==> src/rtl/adder_measure_ctrl_pkg.sv <==
// adder_measure_ctrl_pkg: FSM states, default widths and drain length shared by adder_measure_ctrl
package adder_measure_ctrl_pkg;
  typedef enum logic [2:0] {IDLE, LOAD, SETTLE, RUN, DRAIN, DONE} state_t;
  localparam int COUNT_W_DEF = 32;
  localparam int SYNC_STAGES_DEF = 2;
  function automatic int drain_len(input int sync_stages);
    return sync_stages + 1;
  endfunction
endpackage

==> src/rtl/adder_measure_ctrl_edge_sync_counter.sv <==
// adder_measure_ctrl_edge_sync_counter: chain_out synchronizer, rising-edge detect and window counter; ADDER_MEASURE_SATURATE_EN saturates instead of wrapping
module adder_measure_ctrl_edge_sync_counter
  import adder_measure_ctrl_pkg::*;
#(
  parameter int COUNT_W = COUNT_W_DEF,
  parameter int SYNC_STAGES = SYNC_STAGES_DEF
) (
  input  logic               wb_clk_i,
  input  logic               wb_rst_i,
  input  logic               clear,
  input  logic               en,
  input  logic               chain_out,
  output logic [COUNT_W-1:0] cnt,
  output logic               ovf
);
  logic [SYNC_STAGES-1:0] sync;
  logic hist;
  logic rise;
  assign rise = sync[SYNC_STAGES-1] & ~hist;
  always_ff @(posedge wb_clk_i or posedge wb_rst_i)
    if (wb_rst_i) begin
      sync <= '0;
      hist <= 1'b0;
    end else begin
      sync <= {sync[SYNC_STAGES-2:0], chain_out};
      hist <= sync[SYNC_STAGES-1];
    end
  always_ff @(posedge wb_clk_i or posedge wb_rst_i)
    if (wb_rst_i) begin
      cnt <= '0;
      ovf <= 1'b0;
    end else if (clear) begin
      cnt <= '0;
      ovf <= 1'b0;
    end else if (en && rise) begin
`ifdef ADDER_MEASURE_SATURATE_EN
      cnt <= &cnt ? cnt : cnt + COUNT_W'(1);
      ovf <= ovf | &cnt;
`else
      cnt <= cnt + COUNT_W'(1);
      ovf <= ovf | &cnt;
`endif
    end
endmodule

==> src/rtl/adder_measure_ctrl.sv <==
// adder_measure_ctrl: adder ring-oscillator measurement sequencer (optional ADDER_MEASURE_SATURATE_EN saturating counter)
module adder_measure_ctrl
  import adder_measure_ctrl_pkg::*;
#(
  parameter int COUNT_W = COUNT_W_DEF,
  parameter int SYNC_STAGES = SYNC_STAGES_DEF
) (
  input  logic               wb_clk_i,
  input  logic               wb_rst_i,
  input  logic               start,
  input  logic               abort,
  input  logic [31:0]        a_in,
  input  logic [31:0]        b_in,
  input  logic [31:0]        ring_sel,
  input  logic [3:0]         settle_cycles,
  input  logic [15:0]        gate_cycles,
  input  logic               chain_out,
  output logic [31:0]        adder_a,
  output logic [31:0]        adder_b,
  output logic [31:0]        ring_mask,
  output logic               ring_en,
  output logic               busy,
  output logic               done,
  output logic [COUNT_W-1:0] count,
  output logic               ovf
);
  localparam logic [15:0] DRAIN_LAST = 16'(drain_len(SYNC_STAGES) - 1);
  state_t state;
  logic [31:0] sel_r;
  logic [15:0] gate_r;
  logic [15:0] timer;
  logic [COUNT_W-1:0] cnt;
  logic cnt_ovf;
  logic cnt_en;
  assign cnt_en = state == RUN || (state == DRAIN && timer != '0);
  adder_measure_ctrl_edge_sync_counter #(
    .COUNT_W(COUNT_W),
    .SYNC_STAGES(SYNC_STAGES)
  ) edge_sync_counter (
    .wb_clk_i(wb_clk_i),
    .wb_rst_i(wb_rst_i),
    .clear(state == LOAD),
    .en(cnt_en),
    .chain_out(chain_out),
    .cnt(cnt),
    .ovf(cnt_ovf)
  );
  always_ff @(posedge wb_clk_i or posedge wb_rst_i)
    if (wb_rst_i) begin
      state <= IDLE;
      adder_a <= '0;
      adder_b <= '0;
      ring_mask <= '0;
      ring_en <= 1'b0;
      busy <= 1'b0;
      done <= 1'b0;
      count <= '0;
      ovf <= 1'b0;
      sel_r <= '0;
      gate_r <= '0;
      timer <= '0;
    end else if (abort) begin
      state <= IDLE;
      ring_mask <= '0;
      ring_en <= 1'b0;
      busy <= 1'b0;
      done <= 1'b0;
    end else begin
      case (state)
        IDLE: if (start) begin
          state <= LOAD;
          busy <= 1'b1;
          adder_a <= a_in;
          adder_b <= b_in;
          sel_r <= ring_sel;
          gate_r <= gate_cycles;
          timer <= 16'(settle_cycles);
        end
        LOAD: state <= SETTLE;
        SETTLE: if (timer == '0) begin
          state <= RUN;
          ring_en <= 1'b1;
          ring_mask <= sel_r;
          timer <= gate_r == '0 ? '0 : gate_r - 16'd1;
        end else timer <= timer - 16'd1;
        RUN: if (timer == '0) begin
          state <= DRAIN;
          ring_en <= 1'b0;
          ring_mask <= '0;
          timer <= DRAIN_LAST;
        end else timer <= timer - 16'd1;
        DRAIN: if (timer == '0) begin
          state <= DONE;
          count <= cnt;
          ovf <= cnt_ovf;
          done <= 1'b1;
        end else timer <= timer - 16'd1;
        default: begin
          state <= IDLE;
          busy <= 1'b0;
          done <= 1'b0;
        end
      endcase
    end
endmodule

==> config.mk <==
export PLATFORM = sky130hd
export DESIGN_NAME = adder_measure_ctrl
export DESIGN_NICKNAME = d
export VERILOG_FILES = /design/src/rtl/adder_measure_ctrl_pkg.sv /design/src/rtl/adder_measure_ctrl_edge_sync_counter.sv /design/src/rtl/adder_measure_ctrl.sv
export SDC_FILE = /design/constraint.sdc
export NUM_CORES = 1
export LEC_CHECK = 0
export BUFFER_PORTS_ARGS = -buffer_cell sky130_fd_sc_hd__clkbuf_2
export CORE_MARGIN = 2
export CORE_UTILIZATION = 55
export CTS_BUF_LIST = sky130_fd_sc_hd__clkbuf_16
export DETAILED_ROUTE_END_ITERATION = 8
export MAX_ROUTING_LAYER = met4
export PLACE_DENSITY = 0.82
export SLEW_MARGIN = 20
export SYNTH_ARGS = -nofsm -noshare
export SYNTH_HDL_FRONTEND = slang
export SYNTH_SLANG_ARGS = --single-unit
==> constraint.sdc <==
create_clock -name wb_clk_i -period 22.1 [get_ports wb_clk_i]
set_input_delay 4.42 -clock wb_clk_i [delete_from_list [all_inputs] [get_ports wb_clk_i]]
set_output_delay 4.42 -clock wb_clk_i [all_outputs]
set_load 0.1 [all_outputs]
==> key figures <==
Route
  – Metal2 WL: 11770 um
  – Metal-1 WL: 9274 um
  – 1st-iter DRT viols: 543
  – Vias/cell: 5.543
  – Avg WL per Cell: 18.21 um
  – DR vias: 7006
  – Routed WL: 23020 um
  – First-pass DRT Iterations: 4
  – Routed Antenna Nets: 0
  – DR top layer: met4
  – DRC Markers: 0
  – Met3 WL post-DR: 1465 um

STA
  – Setup TNS: 0 ns
  – Fin. max-slew vios: 0
  – Final hold violations: 0
  – Max Freq: 160.6 MHz
  – Max Clock Skew: 0.01031 ns
  – RSZ-0062 raised after global routing: false
  – Minimum clock period: 6.226 ns
  – Worst slew margin: 0.3277
  – Final Cycle Share: 0.2817
  – Worst slew pin tran: 1.008 ns
  – Setup slack after layout: 15.87 ns
  – Endpoints failing setup: 0

Synth
  – Mapped Area: 9926 um2
  – Synth Area per Inst: 12.87 um2
  – Post-synthesis xor/xnor area fraction: 0.03706
  – Cell taking the most area after synthesis: dfrtp_1
  – Complex-gate fraction of the synthesized area: 0.08773
  – Syn_nets: 897
  – Yosys reg bits: 235
  – Post-synthesis mux area share: 0.1656
  – Sequential element share of the synthesized area: 0.5925
  – Synth area leaders: dfrtp_1 (59%), mux2_2 (16%), a22o_1 (3.4%)
  – Area share of the largest cell type after synthesis: 0.5925
  – Adder-cell share of the synthesized area: 0.006303
  – Synth cell types: 52
  – FFs w/ async S/R, synth: 1.000
  – Ys flop type: dfrtp_1
  – Number of synthesized flops with an enable pin: 0
  – Simple-Gate Fraction of Synth Area: 0.09026
  – Cell count after synthesis: 771
  – Combinational family with the most area after synthesis: multiplexers
  – Warnings, synthesis: 0

Clock tree
  – Clk_lat worst skew: 0.51 ns
  – TritonCTS clock tree: built
  – Post-cts sizing count: 0
  – Num Clock Sinks: 235
  – CTS Buf Count: 25
  – Clock root cell: clkbuf_16
  – Clk pin slew, worst setup/hold paths: 0.07 ns
  – Htree depth: 1
  – Post-CTS Setup Repair Bufs: 0
  – Hold Buf Count CTS: 0
  – Max Root-Sink Buffers: 3

Die
  – Core Region: 17840 um2
  – Die W: 138.3 um
  – Die Y-Extent: 138.3 um
  – Die area: 19140 um2
  – IO Pins: 253
  – Row count: 49
  – Initial core utilization: 0.5564

Placed design
  – Pre-CTS setup slack: 15.37 ns
  – Placed Area: 11420 um2
  – Count of buffers from port buffering: 252
  – GP Congestion: 0.8487
  – Post-DP HPWL: 15550 um

Power and ir drop
  – Leakage: 0.005873 uW
  – Clock power share: 0.315
  – Internal: 849.4 uW
  – Total power: 1385 uW
  – Gate power share: 0.301
  – P per Cell Area: 112.8 nW/um2
  – Maximum VDD drop: 0.0001375 V
  – Sw Ratio: 0.3868
  – Sequential power share: 0.384
  – Net Sw Power: 535.7 uW

Critical path
  – CP startpoint kind: input port
  – CP cell instances: clkbuf_2 -> nor2_1 -> nand3_4 -> buf_4 -> mux2_2
  – CP endpoint kind: flip-flop
  – Critical Path RT: 22.49 ns
  – CP arrival: 6.62 ns
  – Worst path top cell family by delay: buffers and inverters
  – Critical path type: input port to flip-flop
  – CP max stage delay: 0.80 ns
  – CP max FO: 72
  – Critical-path top delay cell: buf_4
  – CP bufs+invs: 2

GRT
  – Vias in the first global route: 7253
  – Largest net degree at the start of global routing: 112
  – Global Route Usage Sum: 0.2448
  – Initial antenna violation count: 0
  – First-pass GRT wire length: 37270 um
  – Grt ovf: 0

Finish
  – Area grow syn2layout: 23.71%
  – Fill cells: 1236
  – Utilization after layout: 0.6883
  – Layout net count: 1144
  – Antenna Cells: 0
  – Share of cells above drive strength 1: 0.4425
  – Final instance area: 12280 um2
  – Register area: 5881 um2
  – Area of the multi-input gates: 3885 um2

Job
  – Maxcap violations: 0

Status
  – Status: completed

Hold path
  – Worst hold path class: flip-flop to flip-flop
-- per-stage QoR --
stage	instances	hold slack, ns
floorplan	771	0.3312
global placement	1220	0.3678
detailed placement	1220	0.3744
CTS	1264	0.3886
global route	1264	0.4125
finish	1264	0.3884
-- worst register-to-register path, delay by kind of cell, from the launching register on --
family,cells,cell delay (ns)
and+or+nand+nor,4,1.32
buffers and inverters,1,0.11
DFF,1,0.43
adders and majority gates,1,0.16
AOI/OAI and AO/OA,2,0.87
-- power by group through the flow --
stage	Clock (uW)	Sequential, uW	Combinational, uW
after floorplan	0	762	110
after global placement	0	533	409
after detailed placement	0	537	417
after CTS	446	531	419
after global routing	464	539	434
final	436	532	417
-- sequential cells by signal, summed over array words and instances, names as in the netlist, 2 cells and up --
| signal | cells |
|---|---|
| ring_mask | 32 |
| edge_sync_counter.cnt | 32 |
| adder_b | 32 |
| sel_r | 32 |
| timer | 16 |
| count | 32 |
| adder_a | 32 |
| edge_sync_counter.sync | 2 |
| state | 3 |
| gate_r | 16 |
-- cells by family (layout without fill, tap and decap cells) --
| group | after synthesis | in the layout |
|---|---|---|
| buf+inv | 50 | 314 |
| simple gates | 172 | 172 |
| compound gates | 121 | 121 |
| xor+xnor | 42 | 42 |
| fa+ha+maj | 5 | 5 |
| mux | 146 | 146 |
| flops | 235 | 235 |
-- metal layers --
layer	vias up	track usage
met5	-	-
met4	0	0.06874
met3	33	0.05438
met2	222	0.4075
met1	3471	0.3047
li1	3280	-
-- path summary, 6_finish.rpt --
path / start / end / slack [ns] / depth (start not counted)
max: abort / adder_a[9] / 15.87 / 5
max in group asynchronous: wb_rst_i / edge_sync_counter.cnt[10] / 16.64 / 3
min in group asynchronous: wb_rst_i / adder_a[12] / 4.01 / 2
min: edge_sync_counter.sync[1] / edge_sync_counter.hist / 0.39 / 0
max reg2reg: timer[0] / timer[2] / 19.11 / 8
min reg2reg: edge_sync_counter.sync[1] / edge_sync_counter.hist / 0.39 / 0
-- cell usage in the layout, fill, tap and decap left out, types with 11 or more instances in the layout --
cell type	Yosys	layout
a21oi_1	17	17
a22o_1	38	38
clkbuf_16	0	25
clkbuf_2	0	252
dfrtp_1	235	235
mux2_2	145	145
nand2_1	32	32
nand3_1	22	21
nand4_1	11	11
nor2_1	45	44
nor3_1	19	18
o21ai_0	25	25
or3_1	12	12
xnor2_1	28	28
xor2_1	14	14
-- final cells by class --
class	instances	area share
Sequential cell	235	0.4789
Multi-Input combinational cell	486	0.3164
Timing Repair Buffer	260	0.1076
Clock buffer	25	0.05095
Tap cell	229	0.02333
Clock inverter	19	0.01916
Inverter	10	0.003668
-- cell usage after synthesis, drive strengths merged, types with 4 or more instances --
library cell / count
ha: 5
clkbuf: 28
o31ai: 6
or3: 12
nand3: 22
dfrtp: 235
a22o: 38
mux2: 146
a2bb2oi: 6
buf: 12
xnor2: 28
o21ai: 31
nand4: 11
nor2: 45
inv: 10
nor3b: 4
nor4: 8
o211ai: 5
xor2: 14
nor3: 19
a21oi: 18
nand2: 32
Power figures use the tool's default switching activity.
